==> config.mk <==
export PLATFORM = sky130hd
export DESIGN_NAME = seq_accum16_flat
export DESIGN_NICKNAME = d
export VERILOG_FILES = /design/src/rtl/seq_accum16_if.sv /design/src/rtl/seq_accum16.sv /design/src/flat_wrapper.sv
export SDC_FILE = /design/constraint.sdc
export NUM_CORES = 1
export LEC_CHECK = 0
export CORE_ASPECT_RATIO = 1.4
export CORE_MARGIN = 1.5
export CORE_UTILIZATION = 36
export CTS_CLUSTER_SIZE = 24
export DETAILED_ROUTE_END_ITERATION = 10
export PLACE_DENSITY = 0.72
export SYNTH_ARGS = -nofsm -noshare
export SYNTH_HDL_FRONTEND = slang
export SYNTH_HIERARCHICAL = 1
export SYNTH_SLANG_ARGS = --single-unit
==> constraint.sdc <==
create_clock -name clk -period 11.9 [get_ports clk]
set_input_delay 3.57 -clock clk [delete_from_list [all_inputs] [get_ports clk]]
set_output_delay 3.57 -clock clk [all_outputs]
set_load 0.01 [all_outputs]
==> src/rtl/seq_accum16_if.sv <==
// Streaming handshake bundle for seq_accum16: job control, operand input
// channel and result output channel.
interface seq_accum16_if #(
    parameter int LEN_W = 8
);
    logic             start;
    logic             mode;
    logic [LEN_W-1:0] len;
    logic             in_valid;
    logic [15:0]      in_data;
    logic             in_ready;
    logic             out_valid;
    logic             out_ready;
    logic [15:0]      out_sum;
    logic             out_flag;
    logic             busy;

    // Producer/consumer side that drives jobs and operands into the accumulator.
    modport master (
        output start, mode, len, in_valid, in_data, out_ready,
        input  in_ready, out_valid, out_sum, out_flag, busy
    );

    // Accumulator side.
    modport slave (
        input  start, mode, len, in_valid, in_data, out_ready,
        output in_ready, out_valid, out_sum, out_flag, busy
    );
endinterface

==> src/rtl/seq_accum16.sv <==
// Sequential multi-operand accumulator: folds a stream of 16-bit operands into
// a sum or difference through one ripple-carry adder, with a sticky carry/borrow.

module rca16 (
    input  logic [15:0] i_a,
    input  logic [15:0] i_b,
    input  logic        i_c_in,
    output logic [15:0] o_sum,
    output logic        o_c_out
);
    logic [16:0] w_c;

    assign w_c[0] = i_c_in;

    for (genvar gi = 0; gi < 16; gi++) begin : g_fa
        assign o_sum[gi]   = i_a[gi] ^ i_b[gi] ^ w_c[gi];
        assign w_c[gi + 1] = (i_a[gi] & i_b[gi]) | (w_c[gi] & (i_a[gi] ^ i_b[gi]));
    end

    assign o_c_out = w_c[16];
endmodule

module seq_accum16 #(
    parameter int LEN_W = 8
) (
    input  logic           clk,
    input  logic           rst,
    seq_accum16_if.slave   bus
);
    typedef enum logic [1:0] {
        S_IDLE = 2'd0,
        S_ACC  = 2'd1,
        S_DONE = 2'd2
    } state_t;

    state_t           r_state;
    state_t           w_state_nxt;
    logic [15:0]      r_acc;
    logic [15:0]      w_acc_nxt;
    logic [LEN_W-1:0] r_cnt;
    logic [LEN_W-1:0] w_cnt_nxt;
    logic             r_flag;
    logic             w_flag_nxt;
    logic             r_mode;
    logic             w_mode_nxt;
    logic             r_first;
    logic             w_first_nxt;

    logic [15:0]      w_b;
    logic [15:0]      w_sum;
    logic             w_c_out;
    logic             w_accept;

    // Subtraction is a + ~b + 1, so the latched mode doubles as the carry-in.
    assign w_b = r_mode ? ~bus.in_data : bus.in_data;

    rca16 u_rca16 (
        .i_a     (r_acc),
        .i_b     (w_b),
        .i_c_in  (r_mode),
        .o_sum   (w_sum),
        .o_c_out (w_c_out)
    );

    assign w_accept = (r_state == S_ACC) && bus.in_valid;

    always_comb begin
        // NOTE: every signal gets a default before the case so no path leaves it unassigned (no latches).
        w_state_nxt   = r_state;
        w_acc_nxt     = r_acc;
        w_cnt_nxt     = r_cnt;
        w_flag_nxt    = r_flag;
        w_mode_nxt    = r_mode;
        w_first_nxt   = r_first;
        bus.in_ready  = 1'b0;
        bus.out_valid = 1'b0;
        bus.busy      = 1'b1;

        case (r_state)
            S_IDLE: begin
                bus.busy = 1'b0;
                if (bus.start) begin
                    w_acc_nxt   = '0;
                    w_flag_nxt  = 1'b0;
                    w_cnt_nxt   = bus.len;
                    w_mode_nxt  = bus.mode;
                    w_first_nxt = 1'b1;
                    w_state_nxt = (bus.len == '0) ? S_DONE : S_ACC;
                end
            end

            S_ACC: begin
                bus.in_ready = 1'b1;
                if (w_accept) begin
                    if (r_first) begin
                        // The first operand is loaded as-is, even when subtracting.
                        w_acc_nxt   = bus.in_data;
                        w_first_nxt = 1'b0;
                    end else begin
                        w_acc_nxt  = w_sum;
                        w_flag_nxt = r_flag | (r_mode ? ~w_c_out : w_c_out);
                    end
                    w_cnt_nxt = r_cnt - LEN_W'(1);
                    if (r_cnt == LEN_W'(1)) begin
                        w_state_nxt = S_DONE;
                    end
                end
            end

            S_DONE: begin
                bus.out_valid = 1'b1;
                if (bus.out_ready) begin
                    w_state_nxt = S_IDLE;
                end
            end

            default: begin
                w_state_nxt = S_IDLE;
            end
        endcase
    end

    always_ff @(posedge clk) begin
        // NOTE: sequential state uses non-blocking assignment so all registers update from pre-edge values.
        if (rst) begin
            r_state <= S_IDLE;
            r_acc   <= '0;
            r_cnt   <= '0;
            r_flag  <= 1'b0;
            r_mode  <= 1'b0;
            r_first <= 1'b0;
        end else begin
            r_state <= w_state_nxt;
            r_acc   <= w_acc_nxt;
            r_cnt   <= w_cnt_nxt;
            r_flag  <= w_flag_nxt;
            r_mode  <= w_mode_nxt;
            r_first <= w_first_nxt;
        end
    end

    assign bus.out_sum  = r_acc;
    assign bus.out_flag = r_flag;
endmodule

==> src/flat_wrapper.sv <==
// flat-port wrapper written by rule: the top's interface ports become plain ports
module seq_accum16_flat 
#(
    parameter int LEN_W = 8
)
  (clk, rst, bus_start, bus_mode, bus_len, bus_in_valid, bus_in_data, bus_out_ready, bus_in_ready, bus_out_valid, bus_out_sum, bus_out_flag, bus_busy);
  seq_accum16_if #(.LEN_W(LEN_W)) bus_i ();
  input  logic clk;
  input  logic rst;
  input wire logic [$bits(bus_i.start)-1:0] bus_start;
  input wire logic [$bits(bus_i.mode)-1:0] bus_mode;
  input wire logic [$bits(bus_i.len)-1:0] bus_len;
  input wire logic [$bits(bus_i.in_valid)-1:0] bus_in_valid;
  input wire logic [$bits(bus_i.in_data)-1:0] bus_in_data;
  input wire logic [$bits(bus_i.out_ready)-1:0] bus_out_ready;
  output wire logic [$bits(bus_i.in_ready)-1:0] bus_in_ready;
  output wire logic [$bits(bus_i.out_valid)-1:0] bus_out_valid;
  output wire logic [$bits(bus_i.out_sum)-1:0] bus_out_sum;
  output wire logic [$bits(bus_i.out_flag)-1:0] bus_out_flag;
  output wire logic [$bits(bus_i.busy)-1:0] bus_busy;
  assign bus_i.start = bus_start;
  assign bus_i.mode = bus_mode;
  assign bus_i.len = bus_len;
  assign bus_i.in_valid = bus_in_valid;
  assign bus_i.in_data = bus_in_data;
  assign bus_i.out_ready = bus_out_ready;
  assign bus_in_ready = bus_i.in_ready;
  assign bus_out_valid = bus_i.out_valid;
  assign bus_out_sum = bus_i.out_sum;
  assign bus_out_flag = bus_i.out_flag;
  assign bus_busy = bus_i.busy;
  seq_accum16 #(.LEN_W(LEN_W)) u_core (.clk(clk), .rst(rst), .bus(bus_i));
endmodule
# == Yosys cells after proc, flatten, opt, wreduce, memory -nomap -nowiden ==
# Cells that the tools add are included.
# word_totals
ff_bits,29
in_bits,30
out_inout_bits,20
wordCells,131
# op_classes
addsub,1
eq_ne,8
n_mux,25
bitwise_logic,83
n_reduce_logical,8
# ops
cell,count
two-way mux 16 bit,4
bitwise AND 1 bit,32
case mux 16 bit (2 select lines),1
bitwise XOR 1 bit,32
OR 1 bit,17
two-way mux 8 bit,2
inverter 16 bit,1
case mux 8 bit (2 select lines),1
two-way mux 2 bit,5
two-way mux 1 bit,9
"== test 8 x 1 -> 1 bit, second input constant",1
logical NOT 8 bit,1
"inequality test 2 bit, second input constant",4
AND reduction 4 bit,2
"subtractor 8 x 1 -> 8 bit, second input constant",1
case mux 2 bit (3 select lines),1
case mux 1 bit (2 select lines),2
AND reduction 3 bit,1
"== test 2 x 1 -> 1 bit, second input constant",1
"== test 2 bit, second input constant",1
logical NOT 2 bit,1
"inequality test 2 x 1 -> 1 bit, second input constant",1
AND reduction 2 bit,1
nonzero test 2 bit,1
2 further kinds,2

# == Logic depth before layout (Yosys ltp) ==
# logic_depth
word_depth,41
depth_mapped,26
ltp_nobuf,25

# == Cells and area by module ==
# Netlist, hierarchy kept.
# by_module_without_submodules
module,n_inst,cells_per_inst,area_per_inst_um2,seq_area_each_um2
seq_accum16,1,204,1737.9,580.6
rca16,1,26,357.8,0.0

# == Least setup slack after synthesis ==
# OpenSTA, ideal clock, no wires.
# synth_timing
path_kind,input to register
from,in bus_in_data[0]
to,reg u_core.r_acc[15] (netlist: u_core/bus.out_sum[15])
setup_ns,0.070
arrival_ns,10.072
t_required_ns,11.830
slack_ns,1.758
path_stages,24
path_buffers,0
path_cell_list,xor2_1 -> fa_1 -> inv_1 -> fa_1 -> inv_1 -> fa_1 -> fa_1 -> fa_1 -> fa_1 -> fa_1 -> fa_1 -> fa_1 -> fa_1 -> fa_1 -> fa_1 -> fa_1 -> fa_1 -> fa_1 -> inv_1 -> fa_1 -> inv_1 -> mux2_2 -> nand3_1 -> a21oi_1
# synth_between
elab_chain_cells,37
elab_cells_between_ends,38
cone_classes,mux: 4; bitwise: 34
# synth_lines
item,line,rtl
from (decl),flat_wrapper.sv:14,input wire logic [$bits(bus_i.in_data)-1:0] bus_in_data;
inverter 16 bit,seq_accum16.sv:55,assign w_b = r_mode ? ~bus.in_data : bus.in_data;
two-way mux 16 bit (*),seq_accum16.sv:55,
bitwise XOR 1 bit,seq_accum16.sv:17,assign w_c[gi + 1] = (i_a[gi] & i_b[gi]) | (w_c[gi] & (i_a[gi] ^ i_b[gi]));
bitwise AND 1 bit,seq_accum16.sv:17,
OR 1 bit (*),seq_accum16.sv:17,
bitwise AND 1 bit (*),seq_accum16.sv:17,
OR 1 bit (*),seq_accum16.sv:17,
bitwise AND 1 bit (*),seq_accum16.sv:17,
[... 22 more ...],n/a,
OR 1 bit (*),seq_accum16.sv:17,
bitwise AND 1 bit (*),seq_accum16.sv:17,
OR 1 bit (*),seq_accum16.sv:17,
bitwise XOR 1 bit (*),seq_accum16.sv:16,assign o_sum[gi] = i_a[gi] ^ i_b[gi] ^ w_c[gi];
named net u_core.w_sum[15],seq_accum16.sv:50,logic [15:0] w_sum;
two-way mux 16 bit (*),seq_accum16.sv:95,if (r_first) begin
two-way mux 16 bit (*),seq_accum16.sv:94,if (w_accept) begin
case mux 16 bit (2 select lines) (*),seq_accum16.sv:79,case (r_state)
to (signal assigned),seq_accum16.sv:134,r_acc <= w_acc_nxt;
to (decl),seq_accum16.sv:38,logic [15:0] r_acc;
# The timed path passes the listed nets; every way through them passes the cells marked *. The select of a mux whose other input is x is not followed.
# A chain may end at the register's enable or synchronous reset.

# == Final worst setup path ==
# layout_timing
from,in bus_in_data[0]
to,reg u_core.r_acc[15] (netlist: u_core/bus.out_sum[15])
# layout_between
elab_chain_cells,37
elab_cells_between_ends,38
cone_classes,mux: 4; bitwise: 34
# layout_lines
item,line,rtl
inverter 16 bit,seq_accum16.sv:55,
two-way mux 16 bit (*),seq_accum16.sv:55,
named net u_core.w_b[0],seq_accum16.sv:49,logic [15:0] w_b;
bitwise XOR 1 bit,seq_accum16.sv:17,
bitwise AND 1 bit,seq_accum16.sv:17,
OR 1 bit (*),seq_accum16.sv:17,
bitwise AND 1 bit (*),seq_accum16.sv:17,
OR 1 bit (*),seq_accum16.sv:17,
[... 23 more ...],n/a,
OR 1 bit (*),seq_accum16.sv:17,
bitwise AND 1 bit (*),seq_accum16.sv:17,
OR 1 bit (*),seq_accum16.sv:17,
bitwise XOR 1 bit (*),seq_accum16.sv:16,
named net u_core.w_sum[15],seq_accum16.sv:50,
two-way mux 16 bit (*),seq_accum16.sv:95,
two-way mux 16 bit (*),seq_accum16.sv:94,
case mux 16 bit (2 select lines) (*),seq_accum16.sv:79,
# Marks and branches as above.

==> out/metrics.csv <==
stage;metric;value;unit
layout;fin_nets;321;
clock_network;ctsLongestPathBuffers;2;
critical_path;crit_arrival;10830;ps
clock_network;cts_hold_buf;0;
timing;fin_crit_sh;0.8922;
clock_network;clk_latency;280;ps
critical_path;worst_setup_path_start_kind;input pin;
timing;skew;6.100;ps
logic_synthesis;synth.area.top_cells;dfxtp_1 28%, fa_1 15%, mux2_2 9.1%;
timing;hold_viol;0;
floorplanning;die_area;6295;µm²
logic_synthesis;synth_edf_count;0;
clock_network;ctsRootBufferMaster;clkbuf_8;
detailed_routing;ant_nets;0;
detailed_routing;dr.pass1.iters;4;
floorplanning;die_h;93.28;µm
timing;setup_viol;0;
timing;rsz0062_at_grt;no;
logic_synthesis;yosysTopAreaCellShare;0.2770;
clock_network;cts_max_level;2;
logic_synthesis;seq_area_frac_synth;0.2770;
critical_path;cp-startpoint;bus_in_data[0];
floorplanning;placementRows;32;
flow_run;cap_violations;0;
detailed_routing;route.detailed.drc;0;
critical_path;critPathMaxFanout;2;
critical_path;r2r-start;u_core/r_mode;
placement;hpwl;3.491;mm
layout;syn2layout_area_growth;28.12;%
timing;maxSlewHeadroom;0.2285;
clock_network;cts_tree;built;
logic_synthesis;yosysTopAreaCell;dfxtp_1;
timing;setup-tns-final;0;ps
power;ir_worst_vdd;59.27;µV
power;p_total;0.3796;mW
timing;holdWs;467.5;ps
floorplanning;ios;50;
clock_network;cts_setup_buffers;0;
hold_path;hold_path.class;flop to flop;
layout;multi_input_area;1369;µm²
critical_path;critical_path_class;input pin to flop;
logic_synthesis;syn-num-nets;278;
placement;portBuffers;49;
layout;utilization;0.4825;
placement;gp_congestion;0.7539;
critical_path;required;12110;ps
clock_network;cts_sinks;29;
detailed_routing;vias_per_cell;5.199;
detailed_routing;routed_wl;4.877;mm
critical_path;regToRegSetupSlack;4620;ps
global_routing;antenna_found_initial;0;
timing;fmax;94.18;MHz
power;power_leakage;1.050;nW
logic_synthesis;synth.cell_area;2096;µm²
layout;drive_above_1_share;0.1245;
floorplanning;start_util;0.3766;
global_routing;grt_pass1_vias;1735;
detailed_routing;drtIter0Drc;71;
global_routing;grt_max_degree;33;
clock_network;numCtsBuffers;5;
critical_path;cp-end-kind;flop;
power;power.density;141.4;nW/µm²
logic_synthesis;yosysUniqueCellTypes;39;
hold_path;worstHoldStart;u_core/bus.out_sum[1];
clock_network;path_clk_slew;60;ps
clock_network;cts-resized-gates;0;
floorplanning;die_x;67.49;µm
detailed_routing;drt-wirelength-per-cell;14.30;µm
outcome;outcome;complete, no violations;
detailed_routing;dr_total_vias;1773;
logic_synthesis;yosysWarnings;6;
logic_synthesis;synth_area_per_cell;9.112;µm²
layout;antenna_cells;0;
logic_synthesis;ys.flop_type;dfxtp_1;
logic_synthesis;synthCells;230;
global_routing;grt_pass1_wl;8.321;mm
logic_synthesis;ys_async_sr_fraction;0;
logic_synthesis;synth-seq-cells;29;
floorplanning;coreArea;5565;µm²
global_routing;grt_usage;0.1741;
timing;min_period;10620;ps
layout;seq_area;580.6;µm²
layout;fillerInstances;545;
global_routing;grt_remaining_overflow;0;
timing;worst_pin_slew;1157;ps
timing;slew_viol_final;0;
[synth_stat cells (all sizes together) (6+ instances only)]
master,n
nand2b,6
fa,16
nor2,10
nand3,19
a21oi,27
inv,15
nand2,21
xor2,17
buf,11
dfxtp,29
mux2,17
[registers in the layout, summed over array words and instances (netlist names)]
signal and cells:
u_core/r_mode 1, u_core/bus.out_sum 16, u_core/bus.out_flag 1, u_core/r_cnt 8
u_core/r_state 2, u_core/r_first 1
[logic make-up after synthesis]
| logic type | after synthesis | synth area share |
|---|---|---|
| and+or+nand+nor | 72 | 0.1761 |
| AOI/OAI and AO/OA | 46 | 0.1457 |
| muxes | 17 | 0.09134 |
| DFF | 29 | 0.2770 |
| adders and majority gates | 18 | 0.1648 |
| buffers and inverters | 30 | 0.06985 |
| xor gates and xnor gates | 18 | 0.07522 |
[critical path: stages]
cell,delay (ps)
clkdlybuf4s50_1,430
xor2_1,160
fa_1,390
inv_1,80
fa_1,150
inv_1,50
fa_1,390
fa_1,400
fa_1,410
fa_1,390
fa_1,380
fa_1,380
fa_1,390
fa_1,390
fa_1,390
fa_1,410
fa_1,390
fa_1,400
fa_1,370
inv_1,70
fa_1,400
inv_1,60
mux2_2,130
nand3_1,70
a21oi_1,170
[metal layers]
layer  vias to the layer above  part of all wire  track usage
met5                         -                 0            0
met4                         0             0.016      0.05612
met3                         5             0.035      0.03610
met2                        35              0.53       0.3015
met1                       863              0.42       0.2094
li1                        870                 -            -
[per-stage QoR]
step	cells	instance area [µm²]	worst slack (ps)
4_1_cts	341	2685	1264
3_5_place_dp	334	2599	970.4
2_1_floorplan	230	2096	1758
6_report	341	2685	1282
3_3_place_gp	334	2599	1084
5_1_grt	341	2685	1035
[cell usage in the layout (no fill, tap or decap), types with 2 or more instances in the layout]
| cell type | count |
|---|---|
| a31oi_1 | 2 |
| dfxtp_1 | 29 |
| nand3_1 | 19 |
| o41ai_2 | 2 |
| nor4_1 | 3 |
| ha_1 | 2 |
| a21oi_1 | 26 |
| clkbuf_8 | 6 |
| nand3b_1 | 2 |
| nand2_1 | 21 |
| inv_1 | 14 |
| o21ai_0 | 2 |
| buf_4 | 2 |
| a21o_1 | 3 |
| nor2b_1 | 3 |
| nand2b_1 | 5 |
| a211oi_1 | 4 |
| xor2_1 | 17 |
| nor3_1 | 3 |
| nor2_1 | 10 |
| mux2_2 | 17 |
| clkdlybuf4s50_1 | 49 |
| fa_1 | 16 |
[area by class of cell]
class | instances | share of cell area
clock buffer | 7 | 0.03215
inverter | 15 | 0.02190
multi-input combinational | 171 | 0.5098
sequential | 29 | 0.2162
tap | 68 | 0.03169
timing repair buffer | 51 | 0.1883
[power by group]
| group | leakage [nW] | switching (mW) | total [mW] | internal, mW |
|---|---|---|---|---|
| Sequential | 0.237 | 0.0221 | 0.133 | 0.111 |
| Combinational | 0.769 | 0.0825 | 0.164 | 0.0817 |
| Clock | 0.0443 | 0.0365 | 0.0823 | 0.0458 |
| Total | 1.05 | 0.141 | 0.380 | 0.238 |
[worst paths after layout]
path                                               end  depth (start not counted)
worst max register to register  u_core/bus.out_sum[15]                         24
worst min-delay path             u_core/bus.out_sum[1]                          2
worst min register to register   u_core/bus.out_sum[1]                          2
worst max-delay path            u_core/bus.out_sum[15]                         25
(Power assumes the default switching activity.)
